### src/rtl/mem_arbiter.sv
// Shares one byte-wide synchronous RAM port between instruction fetch and load/store,
// sequencing 1/2/4-byte accesses and assembling read data little-endian.
module mem_arbiter #(
  parameter int ADDR_W = 32
) (
  input  logic              clk,
  input  logic              rst,
  input  logic              if_req_i,
  input  logic [ADDR_W-1:0] if_addr_i,
  input  logic              if_abort_i,
  output logic [31:0]       if_data_o,
  output logic              if_done_o,
  input  logic              mem_req_i,
  input  logic              mem_we_i,
  input  logic [1:0]        mem_len_i,
  input  logic [ADDR_W-1:0] mem_addr_i,
  input  logic [31:0]       mem_wdata_i,
  output logic [31:0]       mem_rdata_o,
  output logic              mem_done_o,
  output logic [ADDR_W-1:0] ram_addr_o,
  output logic              ram_we_o,
  output logic [7:0]        ram_dout_o,
  input  logic [7:0]        ram_din_i
);

  typedef enum logic [1:0] {
    IDLE   = 2'd0,
    IF_RD  = 2'd1,
    MEM_RD = 2'd2,
    MEM_WR = 2'd3
  } state_t;

  function automatic logic [2:0] len_to_bytes(input logic [1:0] len);
    case (len)
      2'd0:    len_to_bytes = 3'd1;
      2'd1:    len_to_bytes = 3'd2;
      default: len_to_bytes = 3'd4;
    endcase
  endfunction

  function automatic logic [7:0] pick_byte(input logic [31:0] word, input logic [2:0] idx);
    case (idx)
      3'd0:    pick_byte = word[7:0];
      3'd1:    pick_byte = word[15:8];
      3'd2:    pick_byte = word[23:16];
      3'd3:    pick_byte = word[31:24];
      default: pick_byte = 8'h00;
    endcase
  endfunction

  function automatic logic [31:0] put_byte(input logic [31:0] word, input logic [2:0] idx,
                                           input logic [7:0] b);
    put_byte = word;
    case (idx)
      3'd0:    put_byte[7:0]   = b;
      3'd1:    put_byte[15:8]  = b;
      3'd2:    put_byte[23:16] = b;
      3'd3:    put_byte[31:24] = b;
      default: put_byte        = word;
    endcase
  endfunction

  state_t            state_r, state_s;
  logic [2:0]        cnt_r, cnt_s, k_s;
  logic [2:0]        len_r, len_s;
  logic [ADDR_W-1:0] base_r, base_s;
  logic [31:0]       wdata_r, wdata_s;
  logic [31:0]       asm_r, asm_s;
  logic [ADDR_W-1:0] ram_addr_s;
  logic              ram_we_s;
  logic [7:0]        ram_dout_s;
  logic              if_done_s, mem_done_s;
  logic [31:0]       if_data_s, mem_rdata_s;
  logic              grant_ok_s;

  // Next-state, RAM port and completion logic; k_s is the index of the edge being computed
  always_comb begin
    state_s     = state_r;
    cnt_s       = cnt_r;
    len_s       = len_r;
    base_s      = base_r;
    wdata_s     = wdata_r;
    asm_s       = asm_r;
    ram_addr_s  = ram_addr_o;
    ram_we_s    = 1'b0;
    ram_dout_s  = 8'h00;
    if_done_s   = 1'b0;
    mem_done_s  = 1'b0;
    if_data_s   = if_data_o;
    mem_rdata_s = mem_rdata_o;
    k_s         = cnt_r + 3'd1;
    // the done cycle is kept dead so the finished requester can drop its req
    grant_ok_s  = !if_done_o && !mem_done_o;

    case (state_r)
      IDLE: begin
        if (grant_ok_s && mem_req_i) begin
          base_s     = mem_addr_i;
          ram_addr_s = mem_addr_i;
          cnt_s      = 3'd0;
          len_s      = len_to_bytes(mem_len_i);
          wdata_s    = mem_wdata_i;
          asm_s      = 32'h0000_0000;
          if (mem_we_i) begin
            state_s    = MEM_WR;
            ram_we_s   = 1'b1;
            ram_dout_s = mem_wdata_i[7:0];
          end else begin
            state_s    = MEM_RD;
          end
        end else if (grant_ok_s && if_req_i && !if_abort_i) begin
          state_s    = IF_RD;
          base_s     = if_addr_i;
          ram_addr_s = if_addr_i;
          cnt_s      = 3'd0;
          len_s      = 3'd4;
          asm_s      = 32'h0000_0000;
        end else begin
          state_s    = IDLE;
        end
      end

      IF_RD, MEM_RD: begin
        if ((state_r == IF_RD) && if_abort_i) begin
          state_s    = IDLE;
          cnt_s      = 3'd0;
          ram_addr_s = {ADDR_W{1'b0}};
        end else begin
          cnt_s = k_s;
          if (k_s < len_r) begin
            ram_addr_s = base_r + ADDR_W'(k_s);
          end else begin
            ram_addr_s = ram_addr_o;
          end
          // RAM read latency puts byte k on ram_din_i two edges after its address is set
          if (k_s >= 3'd2) begin
            asm_s = put_byte(asm_r, k_s - 3'd2, ram_din_i);
          end else begin
            asm_s = asm_r;
          end
          if (k_s == len_r + 3'd1) begin
            state_s    = IDLE;
            cnt_s      = 3'd0;
            ram_addr_s = {ADDR_W{1'b0}};
            if (state_r == IF_RD) begin
              if_done_s = 1'b1;
              if_data_s = asm_s;
            end else begin
              mem_done_s  = 1'b1;
              mem_rdata_s = asm_s;
            end
          end else begin
            state_s = state_r;
          end
        end
      end

      MEM_WR: begin
        cnt_s = k_s;
        if (k_s < len_r) begin
          ram_we_s   = 1'b1;
          ram_addr_s = base_r + ADDR_W'(k_s);
          ram_dout_s = pick_byte(wdata_r, k_s);
        end else begin
          state_s     = IDLE;
          cnt_s       = 3'd0;
          ram_addr_s  = {ADDR_W{1'b0}};
          mem_done_s  = 1'b1;
          mem_rdata_s = 32'h0000_0000;
        end
      end

      default: begin
        state_s    = IDLE;
        cnt_s      = 3'd0;
        ram_addr_s = {ADDR_W{1'b0}};
      end
    endcase
  end

  // State and registered outputs; reset abandons any transaction at its edge
  always_ff @(posedge clk) begin
    if (rst) begin
      state_r     <= IDLE;
      cnt_r       <= 3'd0;
      len_r       <= 3'd0;
      base_r      <= {ADDR_W{1'b0}};
      wdata_r     <= 32'h0000_0000;
      asm_r       <= 32'h0000_0000;
      ram_addr_o  <= {ADDR_W{1'b0}};
      ram_we_o    <= 1'b0;
      ram_dout_o  <= 8'h00;
      if_done_o   <= 1'b0;
      mem_done_o  <= 1'b0;
      if_data_o   <= 32'h0000_0000;
      mem_rdata_o <= 32'h0000_0000;
    end else begin
      state_r     <= state_s;
      cnt_r       <= cnt_s;
      len_r       <= len_s;
      base_r      <= base_s;
      wdata_r     <= wdata_s;
      asm_r       <= asm_s;
      ram_addr_o  <= ram_addr_s;
      ram_we_o    <= ram_we_s;
      ram_dout_o  <= ram_dout_s;
      if_done_o   <= if_done_s;
      mem_done_o  <= mem_done_s;
      if_data_o   <= if_data_s;
      mem_rdata_o <= mem_rdata_s;
    end
  end

endmodule

### config.mk
export PLATFORM = sky130hd
export DESIGN_NAME = mem_arbiter
export DESIGN_NICKNAME = d
export VERILOG_FILES = /design/src/rtl/mem_arbiter.sv
export SDC_FILE = /design/constraint.sdc
export NUM_CORES = 1
export LEC_CHECK = 0
export BUFFER_PORTS_ARGS = -buffer_cell sky130_fd_sc_hd__buf_4
export CAP_MARGIN = 20
export CORE_UTILIZATION = 50
export DETAILED_ROUTE_END_ITERATION = 8
export PLACE_DENSITY = 0.74
export SLEW_MARGIN = 30
export SYNTH_ARGS = -nofsm -noshare
export SYNTH_HDL_FRONTEND = slang
export SYNTH_SLANG_ARGS = --single-unit
export TNS_END_PERCENT = 1
### constraint.sdc
create_clock -name clk -period 3.7 [get_ports clk]
set_input_delay 1.11 -clock clk [delete_from_list [all_inputs] [get_ports clk]]
set_output_delay 1.11 -clock clk [all_outputs]
set_load 0.005 [all_outputs]
==> summary.txt, run 1 <==
Placed design
  – HPWL Detailed: approximately 19 mm
  – # port buffers: 218
  – Dpl ws: 534 ps
  – Routability cong.: 0.882

Logic synthesis
  – Most common cell in the netlist: dfxtp_1
  – Fraction of registers with async set/reset: 0
  – Post-Synthesis Cells: 1147
  – Post-synth top cells: 211 x dfxtp_1, 150 x nand2_1, 125 x a21oi_1
  – Seq/Total Area, Yosys: 0.425
  – Synth area leaders: dfxtp_1 43%, a21oi_1 6.3%, nand2_1 5.7%, mux2i_1 4.0%, nor2_1 3.2%
  – Area leader, netlist: dfxtp_1
  – Number of synthesized register bits: ~210
  – Mapped cell area: 0.00994 sq mm
  – Post-synth EDFFs: 0
  – Avg Inst Size Synth: 8.66 sq um
  – Yosys warns: 0
  – Synth Net Count: 1277
  – Top_reg_cell synth: dfxtp_1
  – Post-synth top area share: 0.425
  – Cell variety after synth: 59

CTS
  – Clock Latency Late Sink: 520 ps
  – Clk slew on worst S/H paths: 60 ps
  – CTS tree: built
  – CTS buffer count: 23
  – Cts hold-fix bufs: 0
  – CTS Sinks: about 210
  – Post-CTS Setup Bufs: 0
  – Root Buffer: clkbuf_16
  – PostCTS Resize Cnt: 0
  – CTS Buffer Depth: 3
  – H-tree levels: 1

Timing
  – Pins over their slew limit: 0
  – Setup total negative slack: 0 ps
  – Worst-margin pin slew: 892 ps
  – Final Worst Setup Slack: between 600 and 700 ps
  – Fmax: 326 MHz
  – Rel. slew slack: 0.406
  – Final worst clock skew: ~16 ps
  – RSZ-0062 raised after global routing: false
  – Hold Vio Cnt, Final: 0
  – Final Setup Violations: 0
  – Final hold slack: 452 ps
  – Fin crit period: 3070 ps
  – Ratio of final minimum period to clock period: 0.829

Power and ir drop
  – Lkg Pwr: 4.86 nW
  – Int Pwr: between 0.004 and 0.005 W
  – Clock share of power: 0.363
  – Pwr Density: 502 mW/mm^2
  – Worst IR drop on VDD: between 0.3 and 0.4 mV
  – Sequential share of power: 0.423
  – Comb power frac: 0.214
  – Net Sw Power: 0.00189 W
  – Net Sw Frac: 0.304

Global routing
  – Vias in the first global route: 8685
  – Antenna violations before repair: 0
  – First-pass GRT wire length: 44.0 mm
  – Largest net degree at the start of global routing: 138
  – GRT Residual Overflow: 0
  – Total GRT Usage: 0.268

Finish
  – Final Util: 0.636
  – Fillers: 1692
  – Layout cells sized above 1: 0.243
  – Area grow syn2layout: 24.5%
  – Final nets: 1445
  – Diode count: 0

Die
  – Die height: 143 microns
  – # IOs: 219
  – Die footprint: 0.0204 sq mm
  – Num rows: between 50 and 60
  – Die width: 143 microns
  – Core area: between 0.015 and 0.02 sq mm
  – Starting density of the core: 0.511

Critical path
  – Slowest stage delay, CP: roughly 450 ps
  – Critical path's most frequent cell: ha_1
  – Worst R2R Path Depth: 8
  – Cell Chain, Critical Path: ha_1, xor2_2, ha_1, o211a_1, nand4_1, o31a_1, o21ai_0, a31oi_1
  – Worst endpoint data arrival time: 3450 ps
  – Reg2reg end: ram_addr_o[27]
  – Setup crit end: ram_addr_o[27]
  – Worst Path Required: between 4000 and 5000 ps
  – Crit end category: flip-flop
  – Slowest cell on crit path: ha_1
  – Delay-heaviest family, CP: compound AO/OA/AOI/OAI gates
  – Worst Path Max Fanout: 10
  – Critical path startpoint: cnt_r[1]
  – Critical Path Start Type: flip-flop
  – Critical path depth: 8
  – Critical path type: reg -> reg
  – R2R setup slack: between 600 and 700 ps
  – Worst r2r src: cnt_r[1]
  – Crit path buffers/inverters: 0

Drt
  – # DRC: 0
  – Via-per-instance ratio: 5.75
  – Total Wirelength: 27.5 mm
  – Routed via count: 9174
  – DR pass1 iterations: 5
  – Post-route ant nets: 0
  – Initial drt markers: 587
  – DR WL/cell: about 17 microns

Min path
  – Min-delay worst type: reg -> reg

Status
  – Status: completed

Job
  – Max_cap viols: 0
worst min path at each step:
| stage | from | end | slack, ps | cells past startpoint |
|---|---|---|---|---|
| after floorplan | wdata_r[0] | wdata_r[0] | 440 | 2 |
| after global placement | wdata_r[6] | wdata_r[6] | 440 | 2 |
| after global routing | wdata_r[5] | wdata_r[5] | 470 | 2 |
| final | wdata_r[16] | wdata_r[16] | 450 | 2 |
| after detailed placement | wdata_r[5] | wdata_r[5] | 450 | 2 |
| after CTS | wdata_r[5] | wdata_r[5] | 450 | 2 |
per-stage QoR:
stage               instance area (sq um)  cells  total power (W)
finish                              12400   1596          0.00621
global route                        12400   1596          0.00648
detailed placement                  11600   1555          0.00398
CTS                                 12400   1596          0.00623
global placement                    11600   1555          0.00397
floorplan                            9940   1147          0.00348
metal layers:
| layer | part of all wire | track usage |
|---|---|---|
| met3 | 0.063 | 0.0389 |
| met5 | 0 | 0 |
| met4 | 0.033 | 0.103 |
| met1 | 0.44 | 0.348 |
| met2 | 0.47 | 0.449 |
flip-flops by register name (all words and copies together) (netlist names):
signal / count
if_data_o: 32
if_done_o: 1
asm_r: 32
base_r: 32
state_r: 2
ram_we_o: 1
len_r: 3
ram_dout_o: 8
wdata_r: 32
ram_addr_o: 32
mem_rdata_o: 32
mem_done_o: 1
cnt_r: 3
final cells by class:
cell class / instances / area (sq um) / share of cell area
Clock buffer: 32 / 669 / 0.0541
Clock inverter: 9 / 73.8 / 0.00597
Inverter: 17 / 63.8 / 0.00516
Multi-Input combinational cell: 817 / 5160 / 0.417
Sequential cell: 211 / 4220 / 0.341
Tap cell: 265 / 332 / 0.0268
Timing Repair Buffer: 245 / 1850 / 0.150
power groups by stage:
stage	registers, W	clock network, W	logic, W
after floorplan	0.00263	0	0.000844
after global placement	0.00267	0	0.00130
after detailed placement	0.00267	0	0.00132
after CTS	0.00262	0.00228	0.00132
after global routing	0.00265	0.00237	0.00145
final	0.00263	0.00226	0.00133
logic make-up after synthesis:
family,synth area share
simple gates,0.181
compound gates,0.247
flops,0.425
buf+inv,0.0582
mux,0.0494
fa+ha+maj,0.0234
xor+xnor,0.0165
layout by cell type, fill, tap and decap left out, types with 32 or more instances in the layout:
cell / instances
a21oi_1: 124
a22oi_1: 39
buf_4: 244
dfxtp_1: 211
mux2i_1: 40
nand2_1: 150
nand3_1: 57
nor2_1: 83
o2bb2ai_1: 32
o31ai_1: 32
worst min-delay path, delay by kind of cell, from the launching register on:
family / cells / cell delay, ps
AO/OA/AOI/OAI: 1 / 50
flip-flops: 1 / 310
AND/OR/NAND/NOR: 1 / 50
Note: power is estimated with default switching activity, not from simulation.
==> run 2: changes to the inputs <==
--- a/config.mk
+++ b/config.mk
@@ -7,9 +7,9 @@
 export LEC_CHECK = 0
 export BUFFER_PORTS_ARGS = -buffer_cell sky130_fd_sc_hd__buf_4
 export CAP_MARGIN = 20
-export CORE_UTILIZATION = 50
+export CORE_UTILIZATION = 49
 export DETAILED_ROUTE_END_ITERATION = 8
-export PLACE_DENSITY = 0.74
+export PLACE_DENSITY = 0.76
 export SLEW_MARGIN = 30
 export SYNTH_ARGS = -nofsm -noshare
 export SYNTH_HDL_FRONTEND = slang
==> constraint.sdc (replaced) <==
create_clock -name clk -period 2.56 [get_ports clk]
set_input_delay 0.768 -clock clk [delete_from_list [all_inputs] [get_ports clk]]
set_output_delay 0.768 -clock clk [all_outputs]
set_load 0.005 [all_outputs]
==> summary.txt, run 2 (same netlist as run 1, synthesis figures left out) <==
Global routing
  – M2 GR Usage: 0.444 (-0.00572)
  – First-pass GRT wire length: 44.6 mm (+1.6%)
  – Largest net degree at the start of global routing: 46 (-67%)
  – Grt met3 use: 0.0374 (-0.00148)
  – Antenna violations before repair: 0 (unchanged)
  – Vias in the first global route: 8736 (+0.59%)
  – Grt peak-use layer: met2
  – Total GRT Usage: 0.268 (-0.000751)
  – GR Layer Usage met1: 0.355 (+0.00628)
  – GRT Residual Overflow: 0 (unchanged)

Power and ir drop
  – Worst IR drop on VDD: 0.497 mV (+41%)
  – Pwr Density: 716 mW/mm^2 (+43%)
  – Lkg Pwr: 5.01 nW (+3.2%)

Critical path
  – Slowest cell on crit path: dfxtp_2
  – Worst endpoint data arrival time: 2880 ps (-570 ps)
  – Worst R2R Path Depth: 10 (+2)
  – Critical Path Start Type: flip-flop
  – Critical path type: reg -> reg
  – Worst Path Required: 2950 ps (-1140 ps)
  – Crit end category: flip-flop
  – Worst Path Max Fanout: 16 (+6)
  – Slowest stage delay, CP: 370 ps (-80 ps)
  – Critical path's most frequent cell: ha_1
  – Cell Chain, Critical Path: ha_1, xor2_4, inv_2, ha_1, inv_1, a21o_1, and3_1, buf_12, mux2i_1, a211oi_2

Die
  – Die height: 144 microns (+1.0%)
  – Die footprint: 0.0209 sq mm (+2.0%)
  – Core area: 0.0197 sq mm (+0.98%)
  – # IOs: 219 (unchanged)
  – Num rows: 51 (unchanged)
  – Die width: 144 microns (+1.0%)
  – Starting density of the core: 0.506 (-0.00497)

CTS
  – Clock Latency Late Sink: 510 ps (about the same)
  – CTS tree: built
  – Clk slew on worst S/H paths: 60 ps (about the same)
  – CTS Sinks: 211 (unchanged)
  – Root Buffer: clkbuf_16
  – Cts hold-fix bufs: 0 (unchanged)
  – CTS buffer count: 23 (unchanged)
  – CTS Buffer Depth: 3 (unchanged)
  – H-tree levels: 1 (unchanged)

Finish
  – Commonest non-fill, non-tap cell in the layout: buf_4
  – Layout cells sized above 1: 0.261 (+0.0179)
  – Final nets: 1465 (+1.4%)
  – Diode count: 0 (unchanged)
  – Fillers: 1665 (-1.6%)
  – Most frequent cells in the layout: 252 x buf_4, 209 x dfxtp_1, 150 x nand2_1
  – Final Util: 0.648 (+0.0126)
  – Post-route cell area: 0.0127 sq mm (+3.0%)
  – Post-Layout Cell Count: 1616 (+1.3%)
  – Area grow syn2layout: 28.2%

Drt
  – Routed via count: 9391 (+2.4%)
  – DR pass1 iterations: 5 (unchanged)
  – Via-per-instance ratio: 5.81 (+1.1%)
  – DR WL/cell: 17.5 microns (+1.8%)
  – Initial drt markers: 729 (+24%)
  – Post-route ant nets: 0 (unchanged)
  – Total Wirelength: 28.3 mm (+3.0%)
  – # DRC: 0 (unchanged)

Timing
  – Rel. slew slack: 0.590 (+0.184)
  – Worst-margin pin slew: 615 ps (-276 ps)
  – Pins over their slew limit: 0 (unchanged)
  – Fin crit period: 2490 ps (-571 ps)
  – Final Setup Violations: 0 (unchanged)
  – RSZ-0062 raised after global routing: true
  – Ratio of final minimum period to clock period: 0.974 (+0.146)
  – Final worst clock skew: 12.6 ps (-3.27 ps)
  – Hold Vio Cnt, Final: 0 (unchanged)
  – Fmax: 401 MHz (+23%)

Job
  – Max_cap viols: 0 (unchanged)

Placed design
  – HPWL Detailed: 19.2 mm (+3.1%)
  – DP Cell Count: 1573 (+1.2%)
  – # port buffers: 218 (unchanged)
  – Routability cong.: 0.929 (+5.3%)
  – Placed inst area: 0.0119 sq mm (+2.3%)

Status
  – Status: completed

Min path
  – Hold Path Depth: 2 (unchanged)
  – Min-delay worst type: reg -> reg
## run 2: cell count changes in the layout (fill, tap and decap cells not counted), sizes merged
cell	change
clkbuf	+1
bufbuf	+1
buf	+19
inv	+1
clkinv	-4
clkinvlp	+2
## run 2: final cells by class
class,instances,area (sq um),share of cell area
multi-input combinational,817,5200,0.408
sequential,211,4230,0.332
timing repair buffer,265,2160,0.169
clock buffer,33,683,0.0536
tap,265,332,0.0260
clock inverter,8,80.1,0.00628
inverter,17,63.8,0.00501
## run 2: what timing repair did
item,4_1_cts,5_1_grt
resized for setup,1,14
setup endpoints to repair,1,111
pin swaps,0,1
setup buffers,0,1
cloned,1,0
## run 2: critical path, delay by kind of cell, from the launching register on
family	cells	cell delay (ps)
and+or+nand+nor	1	230
muxes	1	360
adders and majority gates	2	490
buffers and inverters	3	360
AOI/OAI and AO/OA	2	310
xor gates and xnor gates	1	230
DFF	1	370
## run 2: final timing paths
path | startpoint | endpoint | slack, ps
worst max-delay path | cnt_r[0] | if_data_o[28] | 70
worst min-delay path | wdata_r[0] | wdata_r[0] | 450
worst max register to register | cnt_r[0] | if_data_o[28] | 70
worst min register to register | wdata_r[0] | wdata_r[0] | 450
## run 2: report_power, final
part           switching, W  leakage [nW]  total [W]  internal [W]
clock network       0.00133         0.374    0.00330       0.00196
logic               0.00118          2.91    0.00203      0.000850
registers          0.000232          1.72    0.00380       0.00357
total               0.00275          5.01    0.00913       0.00638
## run 2: routing by layer
layer  wire [microns]  vias to the layer above  part of all wire
met3             1760                       64             0.062
met4              798                        0             0.028
met1            12300                     4424              0.44
met5                0                        -                 0
li1                 -                     4536                 -
met2            13400                      367              0.47
## run 2: through the flow
step	hold WS (ps)	total power, W	setup WS (ps)	setup TNS (ps)
after floorplan	436	0.00503	4.24	0
after global placement	441	0.00583	113	0
after detailed placement	447	0.00586	6.22	0
after CTS	457	0.00915	15.9	0
after global routing	478	0.00953	-12.7	-14.5
final	454	0.00913	65.7	0
==> run 3: changes to the inputs <==
--- a/config.mk
+++ b/config.mk
@@ -10,6 +10,7 @@
 export CORE_UTILIZATION = 49
 export DETAILED_ROUTE_END_ITERATION = 8
 export PLACE_DENSITY = 0.76
+export SETUP_SLACK_MARGIN = 0.3
 export SLEW_MARGIN = 30
 export SYNTH_ARGS = -nofsm -noshare
 export SYNTH_HDL_FRONTEND = slang
==> summary.txt, run 3 (same netlist as run 1, synthesis figures left out) <==
Status
  – Status: completed

Drt
  – # DRC: 0 (unchanged)
  – DR WL/cell: 18.4 microns (+4.8%)
  – DR pass1 iterations: 8 (+3)
  – Via-per-instance ratio: 5.91 (+1.7%)
  – Routed via count: 9644 (+2.7%)
  – Initial drt markers: 690 (-5.3%)
  – Post-route ant nets: 0 (unchanged)
  – Total Wirelength: 29.9 mm (+5.8%)

Timing
  – Fin crit period: 2360 ps (-139 ps)
  – RSZ-0062 raised after global routing: true
  – Final Setup Violations: 0 (unchanged)
  – Fmax: 425 MHz (+5.9%)
  – Setup total negative slack: 0 ps (unchanged)
  – Hold Vio Cnt, Final: 0 (unchanged)
  – Rel. slew slack: 0.490 (-0.0997)
  – Pins over their slew limit: 0 (unchanged)
  – Ratio of final minimum period to clock period: 0.920 (-0.0544)
  – Final Worst Setup Slack: 205 ps (+139 ps)
  – Final worst clock skew: 13.5 ps (+0.837 ps)
  – Worst-margin pin slew: 765 ps (+150 ps)

Critical path
  – Crit end category: flip-flop
  – Worst endpoint data arrival time: 2740 ps (-140 ps)
  – Crit path buffers/inverters: 4 (+1)
  – Critical path startpoint: cnt_r[0]
  – Slowest cell on crit path: dfxtp_4
  – Delay-heaviest family, CP: adder cells
  – Slowest stage delay, CP: 370 ps (about the same)
  – Critical path type: reg -> reg
  – Cell Chain, Critical Path: inv_2, ha_4, inv_2, fa_2, nor2b_4, buf_4, buf_4, o2111ai_1, xnor2_1, a21oi_1, a21oi_2
  – Worst Path Required: 2950 ps (about the same)
  – Worst Path Max Fanout: 5 (-11)
  – Worst r2r src: cnt_r[0]
  – Critical Path Start Type: flip-flop

Finish
  – Fillers: 1658 (-0.42%)
  – Layout cells sized above 1: 0.290 (+0.0286)
  – Post-route cell area: 0.0131 sq mm (+2.9%)
  – Diode count: 0 (unchanged)
  – Multi-input logic area: 0.00541 sq mm (+4.0%)
  – Final nets: 1479 (+0.96%)
  – Most frequent cells in the layout: 259 x buf_4, 209 x dfxtp_1, 149 x nand2_1
  – Area grow syn2layout: 32.0%
  – Commonest non-fill, non-tap cell in the layout: buf_4
  – Storage cell area: 0.00423 sq mm (+0.12%)
  – Final Util: 0.667 (+0.0190)

Die
  – # IOs: 219 (unchanged)
  – Core area: 0.0197 sq mm (unchanged)
  – Die footprint: 0.0209 sq mm (unchanged)
  – Die height: 144 microns (unchanged)
  – Starting density of the core: 0.506 (unchanged)
  – Die width: 144 microns (unchanged)
  – Num rows: 51 (unchanged)

Global routing
  – Antenna violations before repair: 0 (unchanged)
  – Vias in the first global route: 9038 (+3.5%)
  – Total GRT Usage: 0.279 (+0.0112)
  – GRT Residual Overflow: 0 (unchanged)
  – Largest net degree at the start of global routing: 138 (+200%)
  – First-pass GRT wire length: 46.5 mm (+4.2%)

CTS
  – Clk slew on worst S/H paths: 60 ps (about the same)
  – Root Buffer: clkbuf_16
  – CTS buffer count: 23 (unchanged)
  – Clock Latency Late Sink: 510 ps (about the same)
  – CTS Buffer Depth: 3 (unchanged)
  – Cts hold-fix bufs: 0 (unchanged)
  – CTS Sinks: 211 (unchanged)
  – H-tree levels: 1 (unchanged)
  – CTS tree: built

Placed design
  – Dpl ws: 68.4 ps (+62.2 ps)
  – # port buffers: 218 (unchanged)
  – HPWL Detailed: 19.0 mm (-0.54%)
  – Routability cong.: 0.907 (-2.4%)
  – Placed inst area: 0.0119 sq mm (+0.20%)

Job
  – Max_cap viols: 0 (unchanged)

Power and ir drop
  – Worst IR drop on VDD: 0.560 mV (+13%)
  – Lkg Pwr: 5.10 nW (+1.8%)
  – Pwr Density: 700 mW/mm^2 (-2.3%)

Min path
  – Min-delay worst type: reg -> reg
  – Hold path startpoint: wdata_r[4]
run 3: cell count changes in the layout (fill, tap and decap cells not counted), sizes merged:
cell and delta:
buf +12, clkbuf +2, clkinv +2, clkinvlp -1, inv -1, nor2 +1
run 3: repair_timing:
action	in CTS	in global routing
gates cloned	3	1
resized for setup	16	34
pin swaps	5	10
setup buffers	10	9
endpoints found under the setup margin	97	142
run 3: per-layer routing:
| metal | track usage | vias to the layer above | routed length, microns |
|---|---|---|---|
| li1 | - | 4575 | - |
| met1 | 0.366 | 4633 | 12700 |
| met2 | 0.468 | 388 | 14500 |
| met3 | 0.0457 | 48 | 2070 |
| met4 | 0.0842 | 0 | 672 |
| met5 | 0 | - | 0 |
run 3: worst paths after layout:
path	cells past startpoint	slack [ps]	end
min	2	450	wdata_r[4]
min reg2reg	2	450	wdata_r[4]
max	11	200	ram_addr_o[10]
max reg2reg	11	200	ram_addr_o[10]
run 3: stage by stage:
step	cells	power (W)	hold slack, ps
after floorplan	1147	0.00504	436
after global placement	1566	0.00586	441
after detailed placement	1566	0.00588	446
after CTS	1621	0.00913	454
after global routing	1631	0.00956	467
final	1631	0.00919	453
run 3: layout make-up:
cell class | instances | share of cell area
clock buffer | 34 | 0.0508
clock inverter | 8 | 0.00544
inverter | 17 | 0.00486
multi-input combinational | 818 | 0.413
sequential | 211 | 0.323
tap | 265 | 0.0253
timing repair buffer | 278 | 0.178
run 3: worst register-to-register path, delay by kind of cell, from the launching register on:
kind,cells,cell delay (ps)
and+or+nand+nor,1,160
AOI/OAI and AO/OA,3,450
adders and majority gates,2,690
xor gates and xnor gates,1,190
buffers and inverters,4,390
DFF,1,370
run 3: power by group:
group,leakage [nW],internal [W],switching [W]
clock network,0.365,0.00191,0.00133
logic,3.01,0.000906,0.00124
registers,1.72,0.00356,0.000236
